<file path="config.mk">
export PLATFORM = sky130hd
export DESIGN_NAME = hist_gen
export DESIGN_NICKNAME = d
export VERILOG_FILES = /design/src/rtl/hist_pkg.sv /design/src/rtl/hist_col_counters.sv /design/src/rtl/hist_gen.sv
export SDC_FILE = /design/constraint.sdc
export NUM_CORES = 1
export LEC_CHECK = 0
export BUFFER_PORTS_ARGS = -buffer_cell sky130_fd_sc_hd__buf_4
export CAP_MARGIN = 20
export CORE_AREA = 2 2 262 264
export CTS_CLUSTER_DIAMETER = 50
export CTS_CLUSTER_SIZE = 30
export DETAILED_ROUTE_END_ITERATION = 8
export DIE_AREA = 0 0 264 266
export PLACE_DENSITY = 0.67
export SLEW_MARGIN = 40
export SYNTH_ARGS = -nofsm -noshare
export SYNTH_HDL_FRONTEND = slang
export SYNTH_SLANG_ARGS = --single-unit
</file>
<file path="constraint.sdc">
create_clock -name clk -period 10.3 [get_ports clk]
set_input_delay 1.545 -clock clk [delete_from_list [all_inputs] [get_ports clk]]
set_output_delay 1.545 -clock clk [all_outputs]
set_load 0.02 [all_outputs]
</file>
<file path="src/rtl/hist_pkg.sv">
// rtl/hist_pkg.sv - shared constants, FSM encoding and LED mapping for the column histogram path
package hist_pkg;
    localparam int COLS      = 80;
    localparam int ROWS      = 60;
    localparam int POS_W     = 7;
    localparam int CNT_W     = 6;
    localparam int DRAIN_CYC = 3;
    localparam int LED_N     = 8;
    localparam int LED_STEP  = COLS / LED_N;

    typedef enum logic [1:0] {
        IDLE  = 2'd0,
        RUN   = 2'd1,
        DRAIN = 2'd2
    } hist_state_e;

    // One-hot LED for a centroid column; each LED covers LED_STEP columns.
    function automatic logic [LED_N-1:0] led_for_centroid(input logic [POS_W-1:0] c);
        int unsigned idx;
        idx = 32'(c) / LED_STEP;
        if (idx > LED_N - 1) begin
            idx = LED_N - 1;
        end
        return LED_N'(1) << idx;
    endfunction
endpackage

</file>
<file path="src/rtl/hist_col_counters.sv">
// rtl/hist_col_counters.sv - per-column hit counters with combinational read and saturating write-back
module hist_col_counters
    import hist_pkg::*;
#(
    parameter int COLS_P  = hist_pkg::COLS,
    parameter int CNT_W_P = hist_pkg::CNT_W,
    parameter int POS_W_P = hist_pkg::POS_W
) (
    input  logic               clk,
    input  logic               rst_i,
    input  logic               clear_i,
    input  logic [POS_W_P-1:0] addr_i,
    input  logic               hit_i,
    input  logic               we_i,
    output logic [CNT_W_P-1:0] cnt_o
);
    logic [CNT_W_P-1:0] cnt_q [COLS_P];
    logic [CNT_W_P-1:0] rd;

    always_comb begin
        rd = cnt_q[addr_i];
        if (hit_i && (rd != {CNT_W_P{1'b1}})) begin
            cnt_o = rd + 1'b1;
        end else begin
            cnt_o = rd;
        end
    end

    // Clear wins over a same-cycle write so an aborted frame leaves nothing behind.
    always_ff @(posedge clk) begin
        if (rst_i || clear_i) begin
            for (int i = 0; i < COLS_P; i++) begin
                cnt_q[i] <= '0;
            end
        end else if (we_i) begin
            cnt_q[addr_i] <= cnt_o;
        end
    end
endmodule

</file>
<file path="src/rtl/hist_gen.sv">
// rtl/hist_gen.sv - column histogram producer: frame FSM, position counters and two-stage update pipeline
module hist_gen
    import hist_pkg::*;
#(
    parameter int COLS  = hist_pkg::COLS,
    parameter int ROWS  = hist_pkg::ROWS,
    parameter int POS_W = hist_pkg::POS_W,
    parameter int CNT_W = hist_pkg::CNT_W
) (
    input  logic             clk,
    input  logic             rst,
    input  logic             frame_new,
    input  logic             px_valid,
    input  logic             px_hit,
    output logic [POS_W-1:0] px_pos_ret,
    output logic [CNT_W-1:0] reg_histograma,
    output logic             start,
    output logic             busy,
    output logic             frame_err
);
    localparam int ROW_W = $clog2(ROWS + 1);

    hist_state_e      state_q;
    logic [POS_W-1:0] col_q;
    logic [ROW_W-1:0] row_q;
    logic [1:0]       drain_q;
    logic             v1_q;
    logic             hit1_q;
    logic [POS_W-1:0] pos_q;
    logic [CNT_W-1:0] hist_q;
    logic             start_q;
    logic             busy_q;
    logic             err_q;

    logic             px_seen;
    logic             clr;
    logic             abort;
    logic             take_px;
    logic             last_px;
    logic [POS_W-1:0] cur_col;
    logic [ROW_W-1:0] cur_row;
    logic [CNT_W-1:0] upd;

    always_comb begin
        px_seen = (col_q != '0) || (row_q != '0);
        clr     = frame_new && (state_q != DRAIN);
        abort   = frame_new && (state_q == RUN) && px_seen;
        take_px = px_valid && ((state_q == RUN) || ((state_q == IDLE) && frame_new));
        cur_col = frame_new ? '0 : col_q;
        cur_row = frame_new ? '0 : row_q;
        last_px = take_px && (cur_col == POS_W'(COLS - 1)) && (cur_row == ROW_W'(ROWS - 1));
    end

    hist_col_counters #(
        .COLS_P (COLS),
        .CNT_W_P(CNT_W),
        .POS_W_P(POS_W)
    ) u_counters (
        .clk    (clk),
        .rst_i  (rst),
        .clear_i(clr),
        .addr_i (pos_q),
        .hit_i  (hit1_q),
        .we_i   (v1_q),
        .cnt_o  (upd)
    );

    always_ff @(posedge clk) begin
        if (rst) begin
            state_q <= IDLE;
            col_q   <= '0;
            row_q   <= '0;
            drain_q <= '0;
            v1_q    <= 1'b0;
            hit1_q  <= 1'b0;
            pos_q   <= '0;
            hist_q  <= '0;
            start_q <= 1'b0;
            busy_q  <= 1'b0;
            err_q   <= 1'b0;
        end else begin
            start_q <= 1'b0;
            err_q   <= 1'b0;
            v1_q    <= take_px;
            hit1_q  <= px_hit;
            // Downstream keeps a running max, so non-update cycles must present zero.
            hist_q  <= (v1_q && !clr) ? upd : '0;
            if (take_px) begin
                pos_q <= cur_col;
            end
            if (last_px) begin
                col_q <= '0;
                row_q <= '0;
            end else if (take_px) begin
                if (cur_col == POS_W'(COLS - 1)) begin
                    col_q <= '0;
                    row_q <= cur_row + 1'b1;
                end else begin
                    col_q <= cur_col + 1'b1;
                    row_q <= cur_row;
                end
            end else if (clr) begin
                col_q <= '0;
                row_q <= '0;
            end
            case (state_q)
                IDLE: begin
                    if (frame_new) begin
                        state_q <= RUN;
                        busy_q  <= 1'b1;
                    end
                end
                RUN: begin
                    if (abort) begin
                        err_q <= 1'b1;
                    end
                    if (last_px) begin
                        state_q <= DRAIN;
                        drain_q <= '0;
                    end
                end
                DRAIN: begin
                    if (frame_new || px_valid) begin
                        err_q <= 1'b1;
                    end
                    if (drain_q == 2'(DRAIN_CYC - 1)) begin
                        state_q <= IDLE;
                        busy_q  <= 1'b0;
                    end else begin
                        drain_q <= drain_q + 1'b1;
                        if (drain_q == 2'(DRAIN_CYC - 2)) begin
                            start_q <= 1'b1;
                        end
                    end
                end
                default: begin
                    state_q <= IDLE;
                    busy_q  <= 1'b0;
                end
            endcase
        end
    end

    assign px_pos_ret     = pos_q;
    assign reg_histograma = hist_q;
    assign start          = start_q;
    assign busy           = busy_q;
    assign frame_err      = err_q;
endmodule

</file>
==> results.cfg <==
[synth]
synth-seq-cells = 810
yosysWarnings = 0
synthDistinctLibCells = 68
synth_edf_count = 768
syn_area_um2 = 36100
avgSynthCellArea_um2 = 14.7
ys.flop_type = edfxtp_1
syn_nets = 2472
synth_seq_area_share = 0.663
synth_cells = 2457
async_flop_share = 0

[clock_tree]
hold_buffers = 0
cts_buffers = 72
clockBufferDepth = 3
cts_tree = done
cts_resized = 0
clkTransAtPathRegs_ns = 0.06
post_cts_buffers = 0
root_buffer = clkbuf_16
insertion_delay_ns = 0.67
cts_max_level = 3
cts.sinks = 810

[cells_and_area]
final_util = 0.583
n_antenna_cell = 0
syn_to_final_growth_pct = 9.47
nNetsFinal = 2416
drive_above_1_share = 0.176

[setup_path]
cp_cell_sequence = buf_12, buf_16, nor2_1, buf_4, a22oi_1, a31oi_1, a41o_1, o211ai_1, ha_1, inv_1, a211oi_4, mux2i_4, buf_6, nor3_1
crit_path_max_incr_delay_ns = 0.73
cp_top_family = buffers and inverters
endpoint_kind = flop
worst_ep_required_time_ns = 10.65
cp_max_fo = 77
arrival_ns = 6.36
crit_path_start_kind = flop
path_buf_inv = 5
cpMaxStageDelayCell = dfxtp_4
worstSetupPathType = reg -> reg

[global_routing]
grt_pass1_vias = 21700
antenna_found_initial = 1
grt_pass1_wl_mm = 147
grt_max_degree = 126
grt-ovfl-total = 0
gr-usage-all-layers = 0.287

[sta]
slew_headroom = 0.402
hold_violations = 0
worst_pin_slew_ns = 0.896
finalSetupViolations = 0
timing.fmax_ghz = 0.166
fin_crit_sh = 0.584
rsz0062_at_grt = no
min_period_ns = 6.01
timing.hold.ws_ns = 0.491
clock_skew_ns = 0.0490
fin_tns_setup_ns = 0
drv_slew = 0

[routing]
drt_iter0_drc = 3001
firstDrtPassIters = 9
drt-total-wl_mm = 99.9
remaining_drc_errors = 0
via_count = 22500
wl_met1_mm = 38.3
wl_per_cell_um = 29.9
highest_layer = met4
wl_met3_mm = 9.94
postRouteAntennaNets = 0
met2_length_mm = 47.6
vias_per_cell = 6.74

[placement]
port-buffer-count = 20
dp_hpwl_mm = 64.0
gp_congestion = 0.968

[floorplanning]
die_h_um = 266
rows = 96
io_pins = 21
core-area_um2 = 67700
start_util = 0.532
die_area_um2 = 70200
die_w_um = 264

[power_and_ir_drop]
leakage_uw = 0.0127
peakVddDrop_uv = 114
powerDensity_nw_per_um2 = 187

[run]
max_cap_violations = 0

[min_path]
hold_class = reg -> reg

[status]
status = finished, final reports clean
==> kinds of logic (layout without fill, tap and decap cells) <==
| family | after synthesis | count (layout) | synth area share |
|---|---|---|---|
| multiplexers | 271 | 271 | 0.126 |
| adder cells (fa/ha/maj) | 10 | 10 | 0.00347 |
| buffers and inverters | 208 | 210 | 0.0304 |
| AO/OA/AOI/OAI | 173 | 173 | 0.0351 |
| flip-flops | 810 | 810 | 0.663 |
| XOR/XNOR | 3 | 3 | 0.000729 |
| AND/OR/NAND/NOR | 982 | 982 | 0.141 |
==> power by group <==
part | leakage (uW) | internal (uW) | switching [uW] | total (uW)
Combinational | 0.00319 | 186 | 452 | 638
Sequential | 0.00829 | 3840 | 64.5 | 3900
Clock | 0.00119 | 1480 | 1360 | 2840
==> synth_stat cells (all sizes together), types with 4 or more instances <==
cell type / instances / share of area
a2111oi: 4 / 0.00097
a211oi: 10 / 0.0027
a21o: 4 / 0.00083
a21oi: 26 / 0.0037
a221oi: 5 / 0.0012
a22o: 6 / 0.0015
a22oi: 56 / 0.012
a32oi: 4 / 0.00097
and2: 14 / 0.0024
and3: 11 / 0.0019
buf: 118 / 0.021
clkbuf: 80 / 0.0083
dfxtp: 42 / 0.023
edfxtp: 768 / 0.64
ha: 10 / 0.0035
inv: 10 / 0.0010
mux2: 6 / 0.0019
mux2i: 119 / 0.033
mux4: 146 / 0.091
nand2: 208 / 0.022
nand2b: 15 / 0.0026
nand3: 45 / 0.0062
nand4: 8 / 0.0014
nor2: 187 / 0.020
nor2b: 41 / 0.0071
nor3: 338 / 0.053
nor3b: 86 / 0.018
nor4: 7 / 0.0014
o21ai: 19 / 0.0026
o221ai: 5 / 0.0012
o22ai: 14 / 0.0024
or2: 4 / 0.00069
==> state kept, by name (all words and copies together), names as in the netlist, named ones only <==
| register | flops |
|---|---|
| row_q | 6 |
| drain_q | 2 |
| px_pos_ret | 7 |
| hit1_q | 1 |
| col_q | 7 |
| v1_q | 1 |
| busy | 1 |
| u_counters.cnt_q | 768 |
| reg_histograma | 6 |
| state_q | 2 |
| start | 1 |
| frame_err | 1 |
==> placed cells by master, fill, tap and decap left out, types with 6 or more instances in the layout <==
cell type / count
nand2b_1: 15
clkinv_8: 7
a22o_1: 6
and2_1: 9
mux2i_1: 117
nand2_1: 208
o21ai_0: 17
nor3_2: 49
clkbuf_1: 9
nor3_1: 289
mux2_2: 6
a21oi_1: 25
nor2b_1: 39
buf_4: 49
nor3b_1: 85
o22ai_1: 14
and3_1: 11
clkbuf_16: 74
dfxtp_1: 36
inv_1: 8
inv_6: 7
ha_1: 10
mux4_2: 146
a211oi_1: 7
nand3_1: 45
nor2_1: 181
edfxtp_1: 768
nand4_1: 8
a22oi_1: 56
buf_6: 6
==> worst reg2reg max path: stages (launching register included) <==
cell      delay (ns)
dfxtp_4         0.73
buf_12          0.42
buf_16          0.44
nor2_1          0.22
buf_4           0.24
a22oi_1         0.20
a31oi_1         0.12
a41o_1          0.30
o211ai_1        0.48
ha_1            0.34
inv_1           0.11
a211oi_4        0.51
mux2i_4         0.70
buf_6           0.69
nor3_1          0.21
==> stage by stage <==
step / setup slack [ns] / total power [uW] / cells / cell area [um^2]
floorplan: 5.65 / 4360 / 2457 / 36100
global placement: 4.15 / 4560 / 3196 / 36700
detailed placement: 4.25 / 4600 / 3207 / 36900
CTS: 4.22 / 7390 / 3339 / 39400
global route: 3.99 / 7570 / 3341 / 39500
finish: 4.29 / 7380 / 3341 / 39500
==> worst paths after layout <==
check | depth (start not counted) | slack [ns] | endpoint | start
min reg2reg | 2 | 0.49 | col_q[0] | col_q[0]
min | 2 | 0.49 | col_q[0] | col_q[0]
max reg2reg | 14 | 4.29 | u_counters.cnt_q[46][0] | flop
max | 14 | 4.29 | u_counters.cnt_q[46][0] | flop
==> final cells by class <==
cell class	count	area, um^2
clock inverters	48	597
fillers	5265	28300
clock buffers	84	1900
well taps	882	1100
repair buffers	68	701
multi-input cells	1439	11200
flip-flops and latches	810	23900
inverters	10	38.8
==> metal layers <==
layer / up-vias / GRT usage
met2: 1352 / 0.457
met3: 220 / 0.0560
met5: - / 0
met4: 0 / 0.116
met1: 11500 / 0.391
li1: 9442 / -
Power figures use the tool's default switching activity.
